<file path="config.mk">
export PLATFORM = sky130hd
export DESIGN_NAME = hazard_stall_ctrl
export DESIGN_NICKNAME = d
export VERILOG_FILES = /design/src/rtl/hazard_stall_ctrl_pkg.sv /design/src/rtl/hazard_stall_ctrl_wait_fsm.sv /design/src/rtl/hazard_stall_ctrl.sv
export SDC_FILE = /design/constraint.sdc
export NUM_CORES = 1
export LEC_CHECK = 0
export CAP_MARGIN = 20
export CORE_UTILIZATION = 38
export CTS_CLUSTER_SIZE = 16
export DETAILED_ROUTE_END_ITERATION = 8
export PLACE_DENSITY = 0.68
export SYNTH_ARGS = -nofsm -noshare
export SYNTH_HDL_FRONTEND = slang
export SYNTH_SLANG_ARGS = --single-unit
</file>
<file path="constraint.sdc">
create_clock -name CLK -period 2.7 [get_ports CLK]
set_input_delay 0.405 -clock CLK [delete_from_list [all_inputs] [get_ports CLK]]
set_output_delay 0.405 -clock CLK [all_outputs]
set_load 0.05 [all_outputs]
</file>
<file path="src/rtl/hazard_stall_ctrl_pkg.sv">
// Shared control-signal definitions for the pipeline hazard/stall controller.
//   xpr_t          : architectural register index
//   hazard_state_t : data-memory wait FSM encoding (RUN=0, WAIT=1, TRAP=2)
package hazard_stall_ctrl_pkg;

    localparam int unsigned XPR_WIDTH = 5;

    typedef logic [XPR_WIDTH-1:0] xpr_t;

    typedef enum logic [1:0] {
        RUN  = 2'd0,
        WAIT = 2'd1,
        TRAP = 2'd2
    } hazard_state_t;

endpackage

</file>
<file path="src/rtl/hazard_stall_ctrl_wait_fsm.sv">
// Data-memory wait-state tracker with bus-hang timeout.
// Ports:
//   CLK, RST    : core clock, asynchronous active-high reset
//   mem_req     : MEM stage has an access outstanding
//   mem_ready   : data memory completes the access this cycle
//   state       : RUN / WAIT / TRAP
//   mem_timeout : sticky flag, set on entry to TRAP
module mem_wait_fsm
    import hazard_stall_ctrl_pkg::*;
#(
    parameter int unsigned TIMEOUT = 64
) (
    input  logic          CLK,
    input  logic          RST,
    input  logic          mem_req,
    input  logic          mem_ready,
    output hazard_state_t state,
    output logic          mem_timeout
);

    localparam int unsigned WC_W = $clog2(TIMEOUT + 1);

    hazard_state_t   state_q, state_d;
    logic [WC_W-1:0] wait_cnt_q, wait_cnt_d;
    logic            timeout_q, timeout_d;

    always_ff @(posedge CLK or posedge RST) begin
        if (RST) begin
            state_q    <= RUN;
            wait_cnt_q <= '0;
            timeout_q  <= 1'b0;
        end else begin
            state_q    <= state_d;
            wait_cnt_q <= wait_cnt_d;
            timeout_q  <= timeout_d;
        end
    end

    always_comb begin
        state_d    = state_q;
        wait_cnt_d = wait_cnt_q;
        timeout_d  = timeout_q;
        case (state_q)
            RUN: begin
                if (mem_req && !mem_ready) begin
                    state_d    = WAIT;
                    wait_cnt_d = WC_W'(1);
                end
            end
            WAIT: begin
                // A dropped request is a protocol violation; treat it as completion.
                if (mem_ready || !mem_req) begin
                    state_d    = RUN;
                    wait_cnt_d = '0;
                end else if (wait_cnt_q == WC_W'(TIMEOUT)) begin
                    state_d   = TRAP;
                    timeout_d = 1'b1;
                end else begin
                    wait_cnt_d = wait_cnt_q + 1'b1;
                end
            end
            TRAP: begin
                state_d = TRAP;
            end
            default: begin
                state_d    = RUN;
                wait_cnt_d = '0;
            end
        endcase
    end

    assign state       = state_q;
    assign mem_timeout = timeout_q;

endmodule

</file>
<file path="src/rtl/hazard_stall_ctrl.sv">
// Central hazard/stall controller for the 5-stage RV32 pipeline.
// Produces STALL/CLEAR strobes for IF/ID, ID/EX, EX/MEM and MEM/WB from
// load-use hazards, taken-branch redirects and data-memory wait states.
// Ports:
//   CLK, RST                     : core clock, asynchronous active-high reset
//   id_rs1/id_rs2, id_uses_rs*   : source operands of the ID instruction
//   ex_rd, ex_regwrite, ex_is_load, ex_branch_taken : EX instruction info
//   mem_req, mem_ready           : data-memory handshake from MEM
//   perf_clr                     : synchronous clear of stall_cycles
//   stall_* / clear_*            : pipeline register controls (combinational)
//   mem_timeout, state           : wait FSM trap flag and state
//   stall_cycles                 : saturating count of cycles with stall_pc=1
module hazard_stall_ctrl
    import hazard_stall_ctrl_pkg::*;
#(
    parameter int unsigned XPR_W   = XPR_WIDTH,
    parameter int unsigned TIMEOUT = 64,
    parameter int unsigned CNT_W   = 16
) (
    input  logic             CLK,
    input  logic             RST,
    input  logic [XPR_W-1:0] id_rs1,
    input  logic [XPR_W-1:0] id_rs2,
    input  logic             id_uses_rs1,
    input  logic             id_uses_rs2,
    input  logic [XPR_W-1:0] ex_rd,
    input  logic             ex_regwrite,
    input  logic             ex_is_load,
    input  logic             ex_branch_taken,
    input  logic             mem_req,
    input  logic             mem_ready,
    input  logic             perf_clr,
    output logic             stall_pc,
    output logic             stall_if_id,
    output logic             clear_if_id,
    output logic             stall_id_ex,
    output logic             clear_id_ex,
    output logic             stall_ex_mem,
    output logic             clear_ex_mem,
    output logic             stall_mem_wb,
    output logic             clear_mem_wb,
    output logic             mem_timeout,
    output logic [1:0]       state,
    output logic [CNT_W-1:0] stall_cycles
);

    hazard_state_t fsm_state;
    logic          mem_stall, lu, flush, lu_eff;

    mem_wait_fsm #(
        .TIMEOUT (TIMEOUT)
    ) u_wait_fsm (
        .CLK         (CLK),
        .RST         (RST),
        .mem_req     (mem_req),
        .mem_ready   (mem_ready),
        .state       (fsm_state),
        .mem_timeout (mem_timeout)
    );

    assign state = fsm_state;

    // Priority: memory wait > branch flush > load-use. A flush kills the
    // wrong-path ID instruction, so its load-use hazard is moot.
    assign mem_stall = (mem_req & ~mem_ready) | (fsm_state == TRAP);
    assign lu        = ex_is_load & ex_regwrite & (ex_rd != '0) &
                       ((id_uses_rs1 & (id_rs1 == ex_rd)) |
                        (id_uses_rs2 & (id_rs2 == ex_rd)));
    assign flush     = ex_branch_taken & ~mem_stall;
    assign lu_eff    = lu & ~flush & ~mem_stall;

    assign stall_pc     = mem_stall | lu_eff;
    assign stall_if_id  = mem_stall | lu_eff;
    assign clear_if_id  = flush;
    assign stall_id_ex  = mem_stall;
    assign clear_id_ex  = flush | lu_eff;
    assign stall_ex_mem = mem_stall;
    assign clear_ex_mem = 1'b0;
    assign stall_mem_wb = 1'b0;
    assign clear_mem_wb = mem_stall;

    always_ff @(posedge CLK or posedge RST) begin
        if (RST) begin
            stall_cycles <= '0;
        end else if (perf_clr) begin
            stall_cycles <= '0;
        end else if (stall_pc && (stall_cycles != '1)) begin
            stall_cycles <= stall_cycles + 1'b1;
        end
    end

endmodule

</file>
Word level (Yosys, flattened, before mapping) --
Cells that the tools add are included.
Word-level totals: input bits 25, register bits after elaboration 26, output and inout bits 28, word-level logic and storage cells 54
Cells by class: add/sub/neg operators 2, bitwise gates (word level) 18, equal/unequal tests 9, reductions and logical operators 11, mux-type cells 10
Operators by type and width (count):
- $mux W16 | 2
- $mux W7 | 3
- $pmux W7 S3 | 1
- $add A16 B1 Y16 const B | 1
- $ne A16 B16 Y1 const B | 1
- $eq A5 B5 Y1 | 2
- $and A1 B1 Y1 | 9
- $add A7 B1 Y7 const B | 1
- $eq A7 B7 Y1 const B | 1
- $mux W2 | 3
- $pmux W2 S3 | 1
- $reduce_and A3 Y1 | 2
- $not A1 Y1 | 5
- $reduce_bool A5 Y1 | 1
- $or A1 B1 Y1 | 4
- $ne A3 B1 Y1 const B | 1
- $ne A3 B2 Y1 const B | 1
- $eq A2 B1 Y1 const B | 1
- $eq A2 B2 Y1 const B | 1
- $logic_and A1 B1 Y1 | 2
- $logic_not A1 Y1 | 2
- $logic_not A2 Y1 | 1
- $ne A2 B1 Y1 const B | 1
- $reduce_and A2 Y1 | 1
- 2 further kinds | 2

Logic depth before layout (Yosys ltp) --
Gate-level depths: netlist (run 1).
depth in word-level cells 12, depth in mapped cells 9, gate-level depth less buffers 7

Hierarchy --
Synthesis (run 1) repeated with hierarchy kept, for this count alone.
Second synthesis, totals: cell total of the unflattened synthesis 191, area total of the unflattened synthesis 1726.7 um^2
Modules (own cells, without submodules):
- hazard_stall_ctrl | seq. area each 400.4 um^2, cells an instance 135, area each 1168.6 um^2, instances 1
- mem_wait_fsm | seq. area each 250.2 um^2, cells an instance 56, area each 558.0 um^2, instances 1

Least setup slack after synthesis (run 1) --
No wires, ideal clock.
path kind reg-to-output, from register u_wait_fsm.state_q[0], in the netlist u_wait_fsm.state[0], to output port stall_pc, slack -112 ps, data required time 2295 ps, path buffers 3, arrival time 2407 ps, cell stages (with the launch flop) 8, path through dfrtp_1 > buf_6 > nand2b_4 > nand2_1 > a41oi_4 > buf_6 > inv_1 > buf_4
On the way: word-level cells in the longest chain between the ends 8
Ends and longest elaborated chain:
- from (decl) | RTL line hazard_stall_ctrl_wait_fsm.sv:23 | hazard_state_t state_q, state_d;
- from (signal assigned) | RTL line hazard_stall_ctrl_wait_fsm.sv:33 | state_q <= state_d;
- $eq A2 B2 Y1 * | RTL line hazard_stall_ctrl.sv:65 | assign mem_stall = (mem_req & ~mem_ready) | (fsm_state == TRAP);
- $or A1 B1 Y1 * | RTL line hazard_stall_ctrl.sv:65
- via clear_mem_wb | RTL line hazard_stall_ctrl.sv:41 | output logic clear_mem_wb,
- $not A1 Y1 | RTL line hazard_stall_ctrl.sv:69, hazard_stall_ctrl.sv:70
- $and A1 B1 Y1 | RTL line hazard_stall_ctrl.sv:69 | assign flush = ex_branch_taken & ~mem_stall;
- $not A1 Y1 | RTL line hazard_stall_ctrl.sv:70 | assign lu_eff = lu & ~flush & ~mem_stall;
- $and A1 B1 Y1 (2 in a row) | RTL line hazard_stall_ctrl.sv:70
- $or A1 B1 Y1 *
- to (decl) | RTL line hazard_stall_ctrl.sv:33 | output logic stall_pc,
The timed path passes the listed nets; every way through them passes the cells marked *.

Worst setup path in the final report (run 1) --
from input port mem_ready, to output port stall_if_id
On the way: word-level cells in the longest chain between the ends 9
Ends and longest elaborated chain:
- from (decl) | RTL line hazard_stall_ctrl.sv:31 | input logic mem_ready,
- $not A1 Y1 * | RTL line hazard_stall_ctrl.sv:65
- $and A1 B1 Y1 * | RTL line hazard_stall_ctrl.sv:65
- $or A1 B1 Y1 * | RTL line hazard_stall_ctrl.sv:65
- $not A1 Y1 | RTL line hazard_stall_ctrl.sv:69, hazard_stall_ctrl.sv:70
- $and A1 B1 Y1 | RTL line hazard_stall_ctrl.sv:69
- $not A1 Y1 | RTL line hazard_stall_ctrl.sv:70
- $and A1 B1 Y1 (2 in a row) | RTL line hazard_stall_ctrl.sv:70
- $or A1 B1 Y1 * | RTL line hazard_stall_ctrl.sv:73 | assign stall_if_id = mem_stall | lu_eff;
- to (decl) | RTL line hazard_stall_ctrl.sv:34 | output logic stall_if_id,
Mark *: on every way between the ends. The rest lies on a longest branch, timed or not.

==> impl_metrics.json, run 1 <==
{
  "seq_area_sq_um": 651.9,
  "place_inst": 272,
  "coreArea_sq_um": 4086,
  "hold_path.class": "reg -> reg",
  "firstDrtPassIters": 6,
  "globalRouteOverflowTotal": 0,
  "worstPathRequired_ns": 2.30,
  "grt_first_pass_wirelength_um": 5658,
  "arrival_ns": 2.09,
  "start_util_pct": 40.57,
  "fin_crit_sh_pct": 92.56,
  "grt_start_max_net_pins": 19,
  "syn_area_sq_um": 1658,
  "synth.top_cell.area_share_pct": 39.25,
  "dr_total_vias": 1364,
  "clock-sinks": 26,
  "synthFlopType": "dfrtp_1",
  "wire_per_inst_um": 13.30,
  "power_density_nw_per_um2": 359.1,
  "max_freq_mhz": 400.2,
  "area_growth_pct": 35.25,
  "cp_slowest_cell": "clkdlybuf4s50_1",
  "grt_pass1_vias": 1267,
  "ys_types": 37,
  "path_max_fanout": 8,
  "instances_no_fill": 276,
  "cp.buffers_inverters": 3,
  "syn_inst": 176,
  "critPathMaxStageDelay_ns": 0.44,
  "yosysMostFrequentCell": "dfrtp_1",
  "io_buffers": 50,
  "finalMaxSlewViolations": 0,
  "slew_headroom_pct": 56.52,
  "hold_viol_final": 0,
  "max-cap-violations": 0,
  "antenna_left": 0,
  "nFillCells": 386,
  "worstPathCellList": "clkdlybuf4s50_1 -> nand2b_1 -> and3_4 -> a21oi_4 -> a41oi_4 -> clkinvlp_4 -> buf_4",
  "crit_type": "in -> out",
  "yosysTopAreaCell": "dfrtp_1",
  "ios": 53,
  "setup_viol": 0,
  "cp_top_family": "buffers and inverters",
  "end_kind": "output pin",
  "ys_warn_count": 0,
  "drive_gt1_share_pct": 14.16,
  "antenna_cells": 0,
  "fin_crit_ns": 2.499,
  "dpl.hpwl_um": 2818,
  "clk_latency_ns": 0.27,
  "path_clk_slew_ns": 0.09,
  "gp_congestion": 0.7566,
  "cts_made_buffers": 3,
  "wl_um": 3671,
  "drc": 0,
  "rsz0062_at_grt": "no",
  "hold_buffers": 0,
  "drtIter0Drc": 26,
  "status": "complete, no violations",
  "worst_slew_pin_slew_ns": 0.6514,
  "grt_usage_pct": 16.30,
  "synth-seq-cells": 26,
  "die-area_sq_um": 4631,
  "rows": 23,
  "ys_seq_area_share_pct": 39.25,
  "cts_tree": "done",
  "max-vdd-ir-drop_uv": 195.8,
  "power_leakage_uw": 0.0008728,
  "critPathLaunchType": "input port",
  "skew_ns": 0.004155,
  "multiInputGateArea_sq_um": 927.1,
  "clock-root-buffer": "clkbuf_8",
  "clockBufferDepth": 2,
  "finalPower_uw": 805.2,
  "synth_area_per_cell_sq_um": 9.420,
  "fp.dieH_um": 68.05,
  "antenna_found_initial": 0,
  "synth_edf_count": 0,
  "synth_common_cells": "dfrtp_1, nor2_1, xnor2_1, nand2_1",
  "vias_per_cell": 4.942,
  "htree_levels": 1,
  "die_w_um": 68.05,
  "nets": 255,
  "async_flop_share_pct": 100.0,
  "ys_top_cells_by_area": "dfrtp_1, xnor2_1, nor2_1"
}
## worst paths after layout
kind	start	end	slack [ns]	cells past startpoint
max	mem_ready	stall_if_id	0.20	7
max reg2reg	u_wait_fsm.state[0]	stall_cycles[3]	0.52	8
min in group asynchronous	RST	u_wait_fsm.wait_cnt_q[5]	0.53	2
min reg2reg	u_wait_fsm.mem_timeout	u_wait_fsm.mem_timeout	0.49	1
max in group asynchronous	RST	stall_cycles[3]	1.58	3
min	u_wait_fsm.mem_timeout	u_wait_fsm.mem_timeout	0.49	1
## where the power goes
group / internal, uW / switching (uW)
Clock: 106 / 119
Combinational: 77.5 / 99.4
Sequential: 395 / 7.89
## cell type report
type,count,area share (%)
clock buffer,4,2.009
sequential,26,29.07
tap,50,2.790
inverter,5,1.004
multi-input combinational,136,41.35
timing repair buffer,55,23.77
## sequential cells by signal (all words and copies together) (netlist names)
signal	flops
u_wait_fsm.state	2
u_wait_fsm.mem_timeout	1
stall_cycles	16
u_wait_fsm.wait_cnt_q	7
## worst register-to-register path: stages (launching register included)
cell      delay (ns)
dfrtp_2         0.47
nand2b_4        0.17
and3_4          0.19
a21oi_4         0.14
a41oi_4         0.23
buf_4           0.25
nor4b_1         0.41
xnor2_1         0.17
nor2_1          0.05
## cell usage in the layout (no fill, tap or decap), types with 2 or more instances in the layout
| cell | instances |
|---|---|
| nand3_1 | 8 |
| inv_1 | 4 |
| nor4_4 | 2 |
| o22ai_1 | 3 |
| clkdlybuf4s50_1 | 43 |
| nor3_1 | 3 |
| xnor2_1 | 25 |
| and3_1 | 4 |
| nand4_1 | 3 |
| nor4b_1 | 3 |
| or2_2 | 2 |
| conb_1 | 2 |
| and4_1 | 3 |
| nor2_1 | 25 |
| a21oi_1 | 4 |
| o21ai_0 | 8 |
| nor4_2 | 2 |
| ha_1 | 3 |
| nor4_1 | 2 |
| nand2_1 | 19 |
| xor2_1 | 2 |
| buf_4 | 11 |
| dfrtp_1 | 25 |
| clkbuf_8 | 3 |
## layer usage
layer | global-route usage, % | up-vias | wire length (um)
met5 | 0 | - | 0
met3 | 3.667 | 4 | 336
li1 | - | 697 | -
met4 | 4.688 | 0 | 40
met2 | 27.45 | 43 | 1589
met1 | 20.68 | 620 | 1705
## cell families after synthesis
kind of cell,share of synthesized area [%]
and+or+nand+nor,28.68
AOI/OAI and AO/OA,9.133
xor gates and xnor gates,14.26
muxes,0.6792
other,0.2262
buffers and inverters,5.509
DFF,39.25
adders and majority gates,2.264
## through the flow
| step | TNS [ns] | hold slack [ns] | area, sq um | util, % | worst slack, ns |
|---|---|---|---|---|---|
| floorplan | 0 | 0.4449 | 1669 | - | 0.09010 |
| global route | 0 | 0.5214 | 2242 | 54.87 | 0.04305 |
| finish | 0 | 0.4935 | 2242 | 54.87 | 0.2010 |
| CTS | 0 | 0.5104 | 2237 | 54.75 | 0.07005 |
| detailed placement | -0.04936 | 0.4762 | 2192 | 53.64 | -0.04936 |
| global placement | 0 | 0.4688 | 2192 | 53.64 | 0.05666 |
## timing repair
action	4_1_cts	5_1_grt
resized for setup	0	1
setup buffers	0	0
setup endpoints to repair	0	2
Note: power is estimated with default switching activity, not from simulation.
==> run 2, diff against run 1 <==
Settings changed: CORE_MARGIN set to 4.
==> impl_metrics.json, run 2 (synthesized netlist as in run 1, its figures left out) <==
{
  "firstDrtPassIters": 4,
  "start_util_pct": 40.29,
  "regMostFlops": "stall_cycles",
  "critPathMaxStageDelay_ns": 0.47,
  "gp_congestion": 0.8337,
  "die-area_sq_um": 5483,
  "rsz0062_at_grt": "no",
  "area_growth_pct": 36.00,
  "crit_top_cell": "buf_4",
  "io_buffers": 50,
  "antenna_left": 0,
  "drc": 0,
  "vias_per_cell": 5.029,
  "wl_um": 3689,
  "grt_usage_pct": 14.27,
  "largest_reg_flops": 16,
  "max_freq_mhz": 393.7,
  "hold_path.class": "in -> async",
  "clk_latency_ns": 0.27,
  "mostFrequentLayoutCells": "clkdlybuf4s50_1, nor2_1, xnor2_1, dfrtp_1, nand2_1",
  "ios": 53,
  "dpl_cell_area_sq_um": 2200,
  "max-vdd-ir-drop_uv": 192.5,
  "fin_crit_sh_pct": 94.08,
  "fin_ws_ns": 0.1598,
  "power_density_nw_per_um2": 371.9,
  "worstPathCellList": "clkdlybuf4s50_1 -> nor3_1 -> buf_4 -> a21oi_4 -> a41oi_4 -> clkinvlp_4 -> buf_4",
  "critPathLaunchType": "input port",
  "worst_slew_pin_slew_ns": 0.5590,
  "antenna_cells": 0,
  "wire_per_inst_um": 13.32,
  "max-cap-violations": 0,
  "rows": 23,
  "final_area_sq_um": 2255,
  "clockBufferDepth": 2,
  "cts_made_buffers": 3,
  "layout_commonest_cell": "clkdlybuf4s50_1",
  "end_kind": "output pin",
  "hold_viol_final": 0,
  "dr_total_vias": 1393,
  "htree_levels": 1,
  "fin_setup_tns_ns": 0,
  "r2r_start": "u_wait_fsm.state[0]",
  "grt_start_max_net_pins": 27,
  "finalMaxSlewViolations": 0,
  "fp.dieH_um": 74.05,
  "reg2reg_depth": 8,
  "coreArea_sq_um": 4115,
  "hold_buffers": 0,
  "nets": 256,
  "grt_first_pass_wirelength_um": 6210,
  "nFillCells": 380,
  "r2r_setup_slack_ns": 0.56,
  "crit_type": "in -> out",
  "multiInputGateArea_sq_um": 922.1,
  "cts_resized": 0,
  "cts_setup_buffers": 0,
  "clock-root-buffer": "clkbuf_8",
  "cp_slowest_cell": "clkdlybuf4s50_1",
  "path_max_fanout": 9,
  "place_inst": 273,
  "power_leakage_uw": 0.0008828,
  "die_w_um": 74.05,
  "grt_pass1_vias": 1417,
  "pre_cts_ws_ns": 0.02546,
  "fin_crit_ns": 2.540,
  "seq_area_sq_um": 651.9,
  "globalRouteOverflowTotal": 0,
  "arrival_ns": 2.14,
  "drive_gt1_share_pct": 14.54,
  "clock-sinks": 26,
  "path_clk_slew_ns": 0.09,
  "worstPathRequired_ns": 2.30,
  "antenna_found_initial": 0,
  "drtIter0Drc": 47,
  "status": "complete, no violations",
  "crit_path_start": "ex_rd[0]",
  "cts_tree": "done",
  "skew_ns": 0.002895,
  "instances_no_fill": 277,
  "setup_viol": 0,
  "slew_headroom_pct": 62.60,
  "dpl.hpwl_um": 2895
}
==> run 2: cell count changes in the layout (fill, tap and decap cells not counted), sizes merged <==
cell  previous run  this run
buf             12        13
==> run 2: final cells by class <==
| cell class | count | share of cell area (%) |
|---|---|---|
| Clock buffer | 4 | 2.442 |
| Sequential cell | 26 | 28.91 |
| Tap cell | 50 | 2.775 |
| Timing Repair Buffer | 56 | 23.97 |
| Inverter | 5 | 0.9989 |
| Multi-Input combinational cell | 136 | 40.90 |
==> run 2: worst max-delay path, delay by kind of cell <==
kind,cells,cell delay [ns]
compound gates,2,0.47
simple gates,1,0.25
buf+inv,4,1.02
==> run 2: through the flow <==
step                total power (uW)  util [%]  hold slack, ns
finish                         838.4     54.79          0.4757
detailed placement             590.4     53.45          0.4647
global route                   880.5     54.79          0.5018
floorplan                      520.2         -          0.4449
CTS                            848.7     54.79          0.4876
global placement               588.9     53.45          0.4556
==> run 2: where the power goes <==
group,switching [uW],internal [uW]
clock,128,131
combinational,98.7,78.1
sequential,8.01,395
total,234,604
==> run 2: worst paths after layout <==
kind,end
max,stall_pc
min,stall_cycles[12]
max reg2reg,stall_cycles[14]
min reg2reg,u_wait_fsm.mem_timeout
max in group asynchronous,u_wait_fsm.state[0]
min in group CLK,u_wait_fsm.mem_timeout
==> run 2: layer usage <==
metal	routed length, um	track usage (%)	vias to the layer above
met2	1521	22.74	48
met4	63	6.036	0
li1	-	-	697
met5	0	0	-
met3	312	2.703	5
met1	1792	18.97	643
